--- src/rtl/alarm_ringer_ctrl_pkg.sv ---
// rtl/alarm_ringer_ctrl_pkg.sv - shared alarm-ringer states, default timing constants and counter widths
package alarm_ringer_ctrl_pkg;

    typedef enum logic [1:0] {
        ST_IDLE    = 2'd0,
        ST_RINGING = 2'd1,
        ST_SNOOZE  = 2'd2
    } ring_state_e;

    localparam int DEF_SNOOZE_MINS       = 5;
    localparam int DEF_RING_TIMEOUT_MINS = 10;
    localparam int DEF_MAX_SNOOZES       = 3;

    localparam int MIN_CNT_W    = 4;
    localparam int SNOOZE_CNT_W = 3;

endpackage

--- src/rtl/alarm_edge_detect.sv ---
// rtl/alarm_edge_detect.sv - rising-edge detector for the comparator match level
module alarm_edge_detect (
    input  logic clk,
    input  logic reset,
    input  logic level,
    output logic rise
);

    logic level_d;

    // Resets high so a match already present when reset releases is not an event.
    always_ff @(posedge clk or posedge reset) begin
        if (reset) begin
            level_d <= 1'b1;
        end else begin
            level_d <= level;
        end
    end

    assign rise = level & ~level_d;

endmodule

--- src/rtl/alarm_ringer_ctrl.sv ---
// rtl/alarm_ringer_ctrl.sv - alarm session controller (ring/snooze/stop/timeout); ALARM_BEEP_PATTERN_EN gates ring with a 1 s beep
module alarm_ringer_ctrl
    import alarm_ringer_ctrl_pkg::*;
#(
    parameter int SNOOZE_MINS       = DEF_SNOOZE_MINS,
    parameter int RING_TIMEOUT_MINS = DEF_RING_TIMEOUT_MINS,
    parameter int MAX_SNOOZES       = DEF_MAX_SNOOZES
) (
    input  logic                    clk,
    input  logic                    reset,
    input  logic                    alarm_on,
    input  logic                    RINGER1,
    input  logic                    min_tick,
    input  logic                    sec_tick,
    input  logic                    snooze,
    input  logic                    stop,
    output logic                    ring,
    output logic                    snoozing,
    output logic [SNOOZE_CNT_W-1:0] snooze_cnt
);

    localparam logic [MIN_CNT_W-1:0]    SNOOZE_LOAD = MIN_CNT_W'(SNOOZE_MINS);
    localparam logic [MIN_CNT_W-1:0]    TIMEOUT_CNT = MIN_CNT_W'(RING_TIMEOUT_MINS);
    localparam logic [SNOOZE_CNT_W-1:0] SNOOZE_MAX  = SNOOZE_CNT_W'(MAX_SNOOZES);
    localparam logic [MIN_CNT_W-1:0]    MIN_ONE     = MIN_CNT_W'(1);

    ring_state_e             state, state_n;
    logic [MIN_CNT_W-1:0]    min_cnt, min_n;
    logic [SNOOZE_CNT_W-1:0] snooze_cnt_n;
    logic                    match_rise;
    logic                    ring_n;

    alarm_edge_detect u_edge (
        .clk   (clk),
        .reset (reset),
        .level (RINGER1),
        .rise  (match_rise)
    );

    always_comb begin
        state_n      = state;
        min_n        = min_cnt;
        snooze_cnt_n = snooze_cnt;
        if (!alarm_on) begin
            state_n = ST_IDLE;
        end else begin
            case (state)
                ST_IDLE: begin
                    if (match_rise) begin
                        state_n      = ST_RINGING;
                        min_n        = '0;
                        snooze_cnt_n = '0;
                    end
                end
                ST_RINGING: begin
                    // An exhausted snooze is treated as absent, so a coincident tick still counts.
                    if (stop) begin
                        state_n = ST_IDLE;
                    end else if (snooze && (snooze_cnt < SNOOZE_MAX)) begin
                        state_n      = ST_SNOOZE;
                        min_n        = SNOOZE_LOAD;
                        snooze_cnt_n = snooze_cnt + SNOOZE_CNT_W'(1);
                    end else if (min_tick) begin
                        min_n = min_cnt + MIN_ONE;
                        if (min_n == TIMEOUT_CNT) begin
                            state_n = ST_IDLE;
                        end
                    end
                end
                ST_SNOOZE: begin
                    if (stop) begin
                        state_n = ST_IDLE;
                    end else if (min_tick) begin
                        if (min_cnt == MIN_ONE) begin
                            state_n = ST_RINGING;
                            min_n   = '0;
                        end else begin
                            min_n = min_cnt - MIN_ONE;
                        end
                    end
                end
                default: state_n = ST_IDLE;
            endcase
        end
    end

`ifdef ALARM_BEEP_PATTERN_EN
    logic beep_phase, beep_n;

    always_comb begin
        beep_n = beep_phase;
        if (state_n == ST_RINGING) begin
            if (state != ST_RINGING) begin
                beep_n = 1'b1;
            end else if (sec_tick) begin
                beep_n = ~beep_phase;
            end
        end
        ring_n = (state_n == ST_RINGING) & beep_n;
    end

    always_ff @(posedge clk or posedge reset) begin
        if (reset) begin
            beep_phase <= 1'b0;
        end else begin
            beep_phase <= beep_n;
        end
    end
`else
    logic unused_sec_tick;

    assign unused_sec_tick = sec_tick;

    always_comb begin
        ring_n = (state_n == ST_RINGING);
    end
`endif

    always_ff @(posedge clk or posedge reset) begin
        if (reset) begin
            state      <= ST_IDLE;
            min_cnt    <= '0;
            snooze_cnt <= '0;
            ring       <= 1'b0;
            snoozing   <= 1'b0;
        end else begin
            state      <= state_n;
            min_cnt    <= min_n;
            snooze_cnt <= snooze_cnt_n;
            ring       <= ring_n;
            snoozing   <= (state_n == ST_SNOOZE);
        end
    end

endmodule

--- config.mk ---
export PLATFORM = sky130hd
export DESIGN_NAME = alarm_ringer_ctrl
export DESIGN_NICKNAME = d
export VERILOG_FILES = /design/src/rtl/alarm_ringer_ctrl_pkg.sv /design/src/rtl/alarm_edge_detect.sv /design/src/rtl/alarm_ringer_ctrl.sv
export SDC_FILE = /design/constraint.sdc
export NUM_CORES = 1
export LEC_CHECK = 0
export BUFFER_PORTS_ARGS = -buffer_cell sky130_fd_sc_hd__buf_2
export CORE_MARGIN = 3
export CORE_UTILIZATION = 38
export DETAILED_ROUTE_END_ITERATION = 6
export GPL_TIMING_DRIVEN = 1
export PLACE_DENSITY = 0.56
export SLEW_MARGIN = 5
export SYNTH_ARGS = -nofsm -noshare
export SYNTH_HDL_FRONTEND = slang
export SYNTH_SLANG_ARGS = --single-unit
export TNS_END_PERCENT = 100
--- constraint.sdc ---
create_clock -name clk -period 3.1 [get_ports clk]
set_input_delay 0 -clock clk [delete_from_list [all_inputs] [get_ports clk]]
set_output_delay 0 -clock clk [all_outputs]
set_load 0.05 [all_outputs]
# Yosys cells after proc, flatten, opt, wreduce, memory -nomap -nowiden
# Cells that the tools add are included.
[op_classes]
addsub = 3
magnitude_cmp = 1
n_eq_ne = 12
n_mux = 22
n_bitwise = 2
n_reduce_logical = 6
[ops]
columns = ["cell", "n"]
rows = [
  ["$mux 4", 7],
  ["$mux 2", 9],
  ["$pmux 4 s3", 1],
  ["$ne 2x2->1 const B", 5],
  ["$mux 3", 3],
  ["$reduce_and 7->1", 1],
  ["$pmux 2 s3", 1],
  ["$pmux 3 s2", 1],
  ["$reduce_and 5->1", 1],
  ["$add 4x1->4 const B", 1],
  ["$eq 2x1->1 const B", 2],
  ["$eq 2x2->1 const B", 2],
  ["$eq 4x1->1 const B", 1],
  ["$eq 4x4->1 const B", 1],
  ["$sub 4x1->4 const B", 1],
  ["$add 3x1->3 const B", 1],
  ["$lt 3x2->1 const B", 1],
  ["$ne 3x3->1 const B", 1],
  ["$reduce_bool 3->1", 1],
  ["$logic_not 2->1", 1],
  ["$reduce_bool 2->1", 1],
  ["$and 1x1->1", 1],
  ["$logic_and 1x1->1", 1],
  ["$not 1->1", 1],
]
[totals]
regBits = 12
input_bits = 8
word_cells = 52

# Longest topological paths before layout
# Gate-level depths: netlist of the first run.
[logic_depth]
word_depth = 9
ltp_mapped = 8
depth_no_buf = 7

# Modules after synthesis
# Synthesis of the first run repeated with hierarchy kept, for this count alone.
[unflattened]
cells_unflattened = 109
area_unflattened_um2 = 973.4
[modules_own_cells]
columns = ["module", "n_inst", "cells_each", "area_each_um2"]
rows = [
  ["alarm_ringer_ctrl", 1, 106, 929.6],
  ["alarm_edge_detect", 1, 3, 43.8],
]

# Worst setup path after synthesis of the first run
# OpenSTA, ideal clock, no wires.
[synth_timing]
kind = "register to register"
startpoint = "register snooze_cnt[2]"
endpoint = "register min_cnt[3]"
setup_time_ns = 0.124
arrival_time_ns = 1.629
slack_ns = 1.347
stages_incl_launch_ff = 6
n_path_buf = 0
cell_sequence = "dfrtp_1 nand2b_4 a21o_4 a311oi_1 a2111oi_2 a211o_1"
[synth_between]
elab_chain_cells = 5
word_cells_on_any_way = 7
classes_between = "1 x order compare; 1 x eq/ne; 3 x mux; 2 x reduce/logical"
[synth_lines]
columns = ["item", "line_no", "source"]
rows = [
  ["start, declared", "alarm_ringer_ctrl.sv:19", "output logic [SNOOZE_CNT_W-1:0] snooze_cnt"],
  ["start signal, assigned", "alarm_ringer_ctrl.sv:129", "snooze_cnt <= snooze_cnt_n;"],
  ["$lt 3x2->1 (*)", "alarm_ringer_ctrl.sv:59", "end else if (snooze && (snooze_cnt < SNOOZE_MAX)) begin"],
  ["$logic_and 1x1->1 (*)", "alarm_ringer_ctrl.sv:59", ""],
  ["$mux 4", "alarm_ringer_ctrl.sv:59", ""],
  ["$mux 4", "alarm_ringer_ctrl.sv:57", "if (stop) begin"],
  ["$pmux 4 s3", "alarm_ringer_ctrl.sv:47", "case (state)"],
  ["end signal, assigned", "alarm_ringer_ctrl.sv:128", "min_cnt <= min_n;"],
  ["end, declared", "alarm_ringer_ctrl.sv:28", "logic [MIN_CNT_W-1:0] min_cnt, min_n;"],
]
# Every way passes the cells marked *; elsewhere a longest branch is shown, timed or not. The select of a mux whose other input is x is not followed.
# A chain may end at the register's enable or synchronous reset.

# Final worst setup path of the first run
[layout_timing]
startpoint = "register state[1]"
endpoint = "register min_cnt[3]"
[layout_between]
elab_chain_cells = 3
word_cells_on_any_way = 11
classes_between = "7 x eq/ne; 1 x mux; 3 x reduce/logical"
[layout_lines]
columns = ["item", "line_no", "source"]
rows = [
  ["start, declared", "alarm_ringer_ctrl.sv:27", "ring_state_e state, state_n;"],
  ["start signal, assigned", "alarm_ringer_ctrl.sv:127", "state <= state_n;"],
  ["$eq 2x1->1, or another cell as far along", "alarm_ringer_ctrl.sv:47", ""],
  ["$ne 3x3->1 (no line), or another cell as far along", "n/a", ""],
  ["$reduce_and 7->1 (no line)", "n/a", ""],
]
# Parallel ways exist; a longest one is shown, timed or not.

==> impl_metrics.env, run 1 <==
export IMPL_status="finished, final reports clean"
export IMPL_fin_crit_ns=2.058
export IMPL_ios=13
export IMPL_end_kind="flop"
export IMPL_hold_viol_final=0
export IMPL_maxSlewViolCount=0
export IMPL_p_total_uw=428.0
export IMPL_drtIter0Drc=22
export IMPL_final_area_um2=1105
export IMPL_insertion_delay_ns=0.28
export IMPL_cts_tree="yes"
export IMPL_worst_setup_path_start_kind="flop"
export IMPL_finalCritPeriodShare_pct=66.38
export IMPL_multiInputGateArea_um2=619.3
export IMPL_cts_path_max_buffers=2
export IMPL_routed_wl_mm=2.067
export IMPL_drc=0
export IMPL_avgSynthCellArea_um2=9.366
export IMPL_vias=787
export IMPL_skew_ns=0.006358
export IMPL_synth_top_area_cell="dfrtp_1"
export IMPL_rr_startpoint="state[1]$_DFF_PP0_"
export IMPL_netlist_top_cells_area="dfrtp_1 28%, ha_1 11%, inv_1 3.8%"
export IMPL_place_congestion=0.8110
export IMPL_yosys_warnings=0
export IMPL_diodes=0
export IMPL_num_rows=17
export IMPL_ys_types=38
export IMPL_wire_per_inst_um=14.16
export IMPL_dieArea_um2=3234
export IMPL_post_cts_resized=0
export IMPL_fmaxAchievable_ghz=0.4860
export IMPL_layout_setup_ws_ns=1.042
export IMPL_grt_overflow=0
export IMPL_die_x_um=56.87
export IMPL_drv_cap=0
export IMPL_synth_cells=105
export IMPL_cp_arrival_ns=2.27
export IMPL_grt_pass1_wl_mm=3.436
export IMPL_start_util_pct=42.03
export IMPL_rrSetupSlack_ns=1.04
export IMPL_synth_edf_count=0
export IMPL_max_slew_margin_pct=63.69
export IMPL_min_from="alarm_on"
export IMPL_port_buffers=11
export IMPL_placed_area_um2=1049
export IMPL_grt_start_max_net_pins=15
export IMPL_ir_worst_vdd_uv=267.3
export IMPL_worstRegToRegCells=6
export IMPL_detail_route_first_pass_iterations=4
export IMPL_die_h_um=56.87
export IMPL_dp_hpwl_mm=1.502
export IMPL_dp_slack_ns=1.084
export IMPL_ant_nets=0
export IMPL_worst_slew_pin_slew_ns=0.5446
export IMPL_core_area_um2=2340
export IMPL_setup_viol=0
export IMPL_required_ns=3.31
export IMPL_syn2layout_area_growth_pct=12.34
export IMPL_ys_ff_latch=12
export IMPL_rsz0062_at_grt="false"
export IMPL_cts_num_sinks=12
export IMPL_netlist_area_um2=983.4
export IMPL_yosys_area_top_type_share_pct=27.99
export IMPL_cts_setup_buffers=0
export IMPL_grt_pass1_vias=718
export IMPL_antenna_found_initial=0
export IMPL_synth_flop_cell="dfrtp_1"
export IMPL_min_path_type="input pin to flop"
export IMPL_synth_top_cells_by_count="11 x dfrtp_1, 10 x inv_1, 10 x nand2_1, 9 x ha_1"
export IMPL_hold_end="state[0]$_DFF_PP0_"
export IMPL_syn_nets=122
export IMPL_path_cells="inv_1 -> ha_1 -> a221oi_4 -> o2111ai_4 -> a2111oi_2 -> a211o_1"
export IMPL_htreeDepth=1
export IMPL_cts_inserted_buffers=3
export IMPL_power_density_nw_per_um2=387.4
export IMPL_whs_path_depth=3
export IMPL_yosysMostFrequentCell="dfrtp_1"
export IMPL_slowest_stage="a221oi_4"
export IMPL_r2r_end="min_cnt[3]$_DFFE_PP0P_"
export IMPL_setup_worst_path_class="flop to flop"
export IMPL_track_usage_pct=13.70
export IMPL_fin_nets=136
export IMPL_ys_seq_area_share_pct=30.66
export IMPL_fill_cells=247
export IMPL_cp_slowest_stage_delay_ns=0.43
export IMPL_cellLeakagePower_uw=0.0004923
export IMPL_seqCellArea_um2=301.5
export IMPL_clk_pin_slew_ns=0.08
export IMPL_drt_vias_per_instance=5.390
export IMPL_drive_above_1_share_pct=22.88
export IMPL_root_buffer="clkbuf_4"
export IMPL_crit_fanout=14
export IMPL_setup_tns_ns=0
export IMPL_synthArstFlopShare_pct=100.0
==> final cells by class <==
| type | instances | area share, % |
|---|---|---|
| Tap cell | 28 | 3.171 |
| Multi-Input combinational cell | 79 | 56.06 |
| Clock buffer | 4 | 3.284 |
| Timing Repair Buffer | 13 | 6.795 |
| Sequential cell | 12 | 27.29 |
| Inverter | 10 | 3.398 |
==> worst max path at each step <==
stage	from	end	slack [ns]	cells after the start
after floorplan	snooze_cnt[2]$_DFFE_PP0P_	min_cnt[3]$_DFFE_PP0P_	1.35	5
after global placement	state[1]$_DFF_PP0_	min_cnt[3]$_DFFE_PP0P_	1.09	5
after detailed placement	state[1]$_DFF_PP0_	min_cnt[3]$_DFFE_PP0P_	1.08	6
after CTS	state[1]$_DFF_PP0_	min_cnt[3]$_DFFE_PP0P_	1.05	6
after global routing	state[1]$_DFF_PP0_	snoozing$_DFF_PP0_	0.93	6
final	state[1]$_DFF_PP0_	min_cnt[3]$_DFFE_PP0P_	1.04	6
==> power breakdown <==
| part | switching [uW] | internal (uW) | leakage [uW] |
|---|---|---|---|
| clock network | 56.3 | 71.4 | 0.0000210 |
| logic | 70.8 | 43.2 | 0.000310 |
| registers | 18.6 | 168 | 0.000162 |
==> flip-flops by register name (all words and copies together), names as in the netlist <==
name and flops:
min_cnt 4, snooze_cnt 3, state 2, ring 1
snoozing 1, u_edge.level_d 1
==> stage by stage <==
step           hold slack (ns)  utilization, %  cells
2_1_floorplan          -0.1360               -    105
3_3_place_gp           0.03106           44.81    140
3_5_place_dp           0.04997           44.81    140
4_1_cts                0.02203           47.22    146
5_1_grt                0.03917           47.22    146
6_report               0.03349           47.22    146
==> layout by cell type, fill, tap and decap left out, drive strengths merged <==
cell type	Yosys	final
mux2	2	2
xor2	2	2
a32oi	1	1
nand2	10	10
o2111ai	1	1
nand3	2	2
a2111oi	1	1
o21ai	7	7
o31ai	2	2
dlygate4sd3	0	2
and4b	1	1
o221ai	2	2
a221oi	1	1
nor4	1	1
clkbuf	1	4
or2	1	1
inv	10	10
and2	1	1
a211o	1	1
a311oi	1	1
nor2b	2	2
nand2b	7	7
o211ai	1	1
a21o	2	2
nor2	4	4
dfstp	1	1
ha	9	9
o311a	1	1
buf	3	11
dfrtp	11	11
o21a	1	1
a21oi	7	7
nor3	3	3
a22o	3	3
o22a	1	1
a21boi	1	1
==> worst max-delay path: cells and delay by family (launching register included) <==
family	cells	cell delay, ns
adder cells (fa/ha/maj)	1	0.38
flip-flops	1	0.40
buffers and inverters	1	0.10
AO/OA/AOI/OAI	4	1.12
==> routing by layer <==
layer	track usage (%)	wire [um]	up-vias
li1	-	-	403
met1	18.21	1004	361
met2	21.62	967	19
met3	4.368	76	4
met4	2.980	18	0
met5	0	0	-
==> logic make-up after synthesis <==
kind of cell    share of synthesized area, %
simple gates                           18.19
compound gates                         29.26
flops                                  30.66
xor+xnor                               1.781
buf+inv                                6.360
mux                                    2.290
fa+ha+maj                              11.45
==> timing repair <==
item                                   4_1_cts  5_1_grt
endpoints found under the hold margin       12        0
hold buffers                                 2        0
setup endpoints to repair                    0        0
Note: power is estimated with default switching activity, not from simulation.
==> inputs of run 2 (changes only) <==
- clock period: 3.1 -> 2 ns (I/O delays scaled with it)
==> impl_metrics.env, run 2 (synthesized netlist as in run 1, its figures left out) <==
export IMPL_crit_fanout=8
export IMPL_root_buffer="clkbuf_4"
export IMPL_skew_ns=0.004732
export IMPL_status="finished, final reports clean"
export IMPL_drv_cap=0
export IMPL_routed_wl_mm=2.125
export IMPL_antenna_found_initial=0
export IMPL_ios=13
export IMPL_drtIter0Drc=23
export IMPL_cts_num_sinks=12
export IMPL_clock_power_share_pct=30.7
export IMPL_whs_ns=0.006881
export IMPL_vias=817
export IMPL_drive_above_1_share_pct=27.50
export IMPL_r2r_end="min_cnt[3]$_DFFE_PP0P_"
export IMPL_combPwrFrac_pct=27.2
export IMPL_worstRegToRegCells=5
export IMPL_endpoint="min_cnt[3]$_DFFE_PP0P_"
export IMPL_worst_setup_path_start_kind="flop"
export IMPL_dp_cells=141
export IMPL_critical_path_startpoint="state[1]$_DFF_PP0_"
export IMPL_cp_arrival_ns=2.07
export IMPL_place_congestion=0.7641
export IMPL_rrSetupSlack_ns=0.11
export IMPL_cts_tree="yes"
export IMPL_ir_worst_vdd_uv=424.8
export IMPL_fin_nets=138
export IMPL_multiInputGateArea_um2=653.1
export IMPL_layout_cells_most_common="buf_2"
export IMPL_rr_startpoint="state[1]$_DFF_PP0_"
export IMPL_cts_path_max_buffers=2
export IMPL_largest_reg_flops=4
export IMPL_setup_viol=0
export IMPL_power_switching_share_pct=35.51
export IMPL_dieArea_um2=3234
export IMPL_grt_overflow=0
export IMPL_setup_tns_ns=0
export IMPL_fill_cells=244
export IMPL_syn2layout_area_growth_pct=17.43
export IMPL_drt_vias_per_instance=5.520
export IMPL_dp_hpwl_mm=1.545
export IMPL_diodes=0
export IMPL_power_density_nw_per_um2=596.1
export IMPL_required_ns=2.18
export IMPL_grt_pass1_wl_mm=3.512
export IMPL_internal_power_uw=444.0
export IMPL_hold_viol_final=0
export IMPL_setup_worst_path_class="flop to flop"
export IMPL_seqCellArea_um2=302.8
export IMPL_drc=0
export IMPL_core_area_um2=2340
export IMPL_final_cell_mix="11 x buf_2, 10 x inv_1, 10 x nand2_1, 10 x dfrtp_1"
export IMPL_ant_nets=0
export IMPL_end_kind="flop"
export IMPL_seqPwrFrac_pct=42.1
export IMPL_top_regs="min_cnt: 4 flops, snooze_cnt: 3 flops, state: 2 flops"
export IMPL_clk_pin_slew_ns=0.09
export IMPL_wire_per_inst_um=14.36
export IMPL_p_total_uw=688.4
export IMPL_cellLeakagePower_uw=0.0005011
export IMPL_maxSlewViolCount=0
export IMPL_die_h_um=56.87
export IMPL_fin_crit_ns=1.887
export IMPL_finalCritPeriodShare_pct=94.36
export IMPL_worst_slew_pin_slew_ns=0.4956
export IMPL_detail_route_first_pass_iterations=4
export IMPL_track_usage_pct=14.16
export IMPL_top_register="min_cnt"
export IMPL_start_util_pct=42.03
export IMPL_max_slew_margin_pct=66.96
export IMPL_instances_no_fill=148
export IMPL_port_buffers=11
export IMPL_min_path_type="input pin to flop"
export IMPL_grt_pass1_vias=774
export IMPL_insertion_delay_ns=0.29
export IMPL_grt_start_max_net_pins=13
export IMPL_die_x_um=56.87
export IMPL_num_rows=17
export IMPL_htreeDepth=1
export IMPL_fmaxAchievable_ghz=0.5299
export IMPL_power_switching_uw=244.4
export IMPL_min_from="alarm_on"
export IMPL_cts_inserted_buffers=3
-- run 2: worst min-delay path by stage --
stage	to	cells after the start
floorplan	min_cnt[0]$_DFFE_PP0P_	1
global placement	snooze_cnt[2]$_DFFE_PP0P_	2
detailed placement	snooze_cnt[2]$_DFFE_PP0P_	2
CTS	state[0]$_DFF_PP0_	3
global route	state[1]$_DFF_PP0_	3
finish	state[0]$_DFF_PP0_	3
-- run 2: repair_timing --
| item | in CTS | in global routing |
|---|---|---|
| hold buffers | 2 | 0 |
| gates resized for setup | 0 | 6 |
| setup endpoints to repair | 0 | 2 |
| endpoints found under the hold margin | 12 | 0 |
| buffers inserted | 0 | 1 |
-- run 2: stage by stage --
stage,setup slack [ns],cell area (um^2),util (%)
2_1_floorplan,0.2466,983.4,-
3_3_place_gp,0.1507,1056,45.13
3_5_place_dp,0.1201,1056,45.13
4_1_cts,0.08865,1112,47.54
5_1_grt,-0.008575,1155,49.36
6_report,0.1129,1155,49.36
-- run 2: power by group through the flow --
stage          clock network, uW  logic [uW]  registers (uW)
2_1_floorplan                  0         114             313
3_3_place_gp                   0         174             292
3_5_place_dp                   0         177             294
4_1_cts                      214         180             289
5_1_grt                      226         203             294
6_report                     212         187             290
-- run 2: layout make-up --
type | instances | area share (%)
timing repair buffer | 15 | 7.801
sequential | 12 | 26.22
multi-input combinational | 79 | 56.55
clock buffer | 4 | 3.142
tap | 28 | 3.034
inverter | 10 | 3.250
-- run 2: layer usage --
| layer | vias to the layer above | wire (um) | track usage [%] |
|---|---|---|---|
| met5 | - | 0 | 0 |
| li1 | 411 | - | - |
| met3 | 5 | 71 | 2.759 |
| met4 | 0 | 34 | 6.623 |
| met1 | 388 | 1032 | 19.05 |
| met2 | 13 | 987 | 21.62 |
-- run 2: critical path, cell delays in order, from the launching register on --
cell,delay (ns)
dfrtp_1,0.44
inv_1,0.12
ha_2,0.24
a221oi_4,0.38
o2111ai_4,0.24
a211o_1,0.35
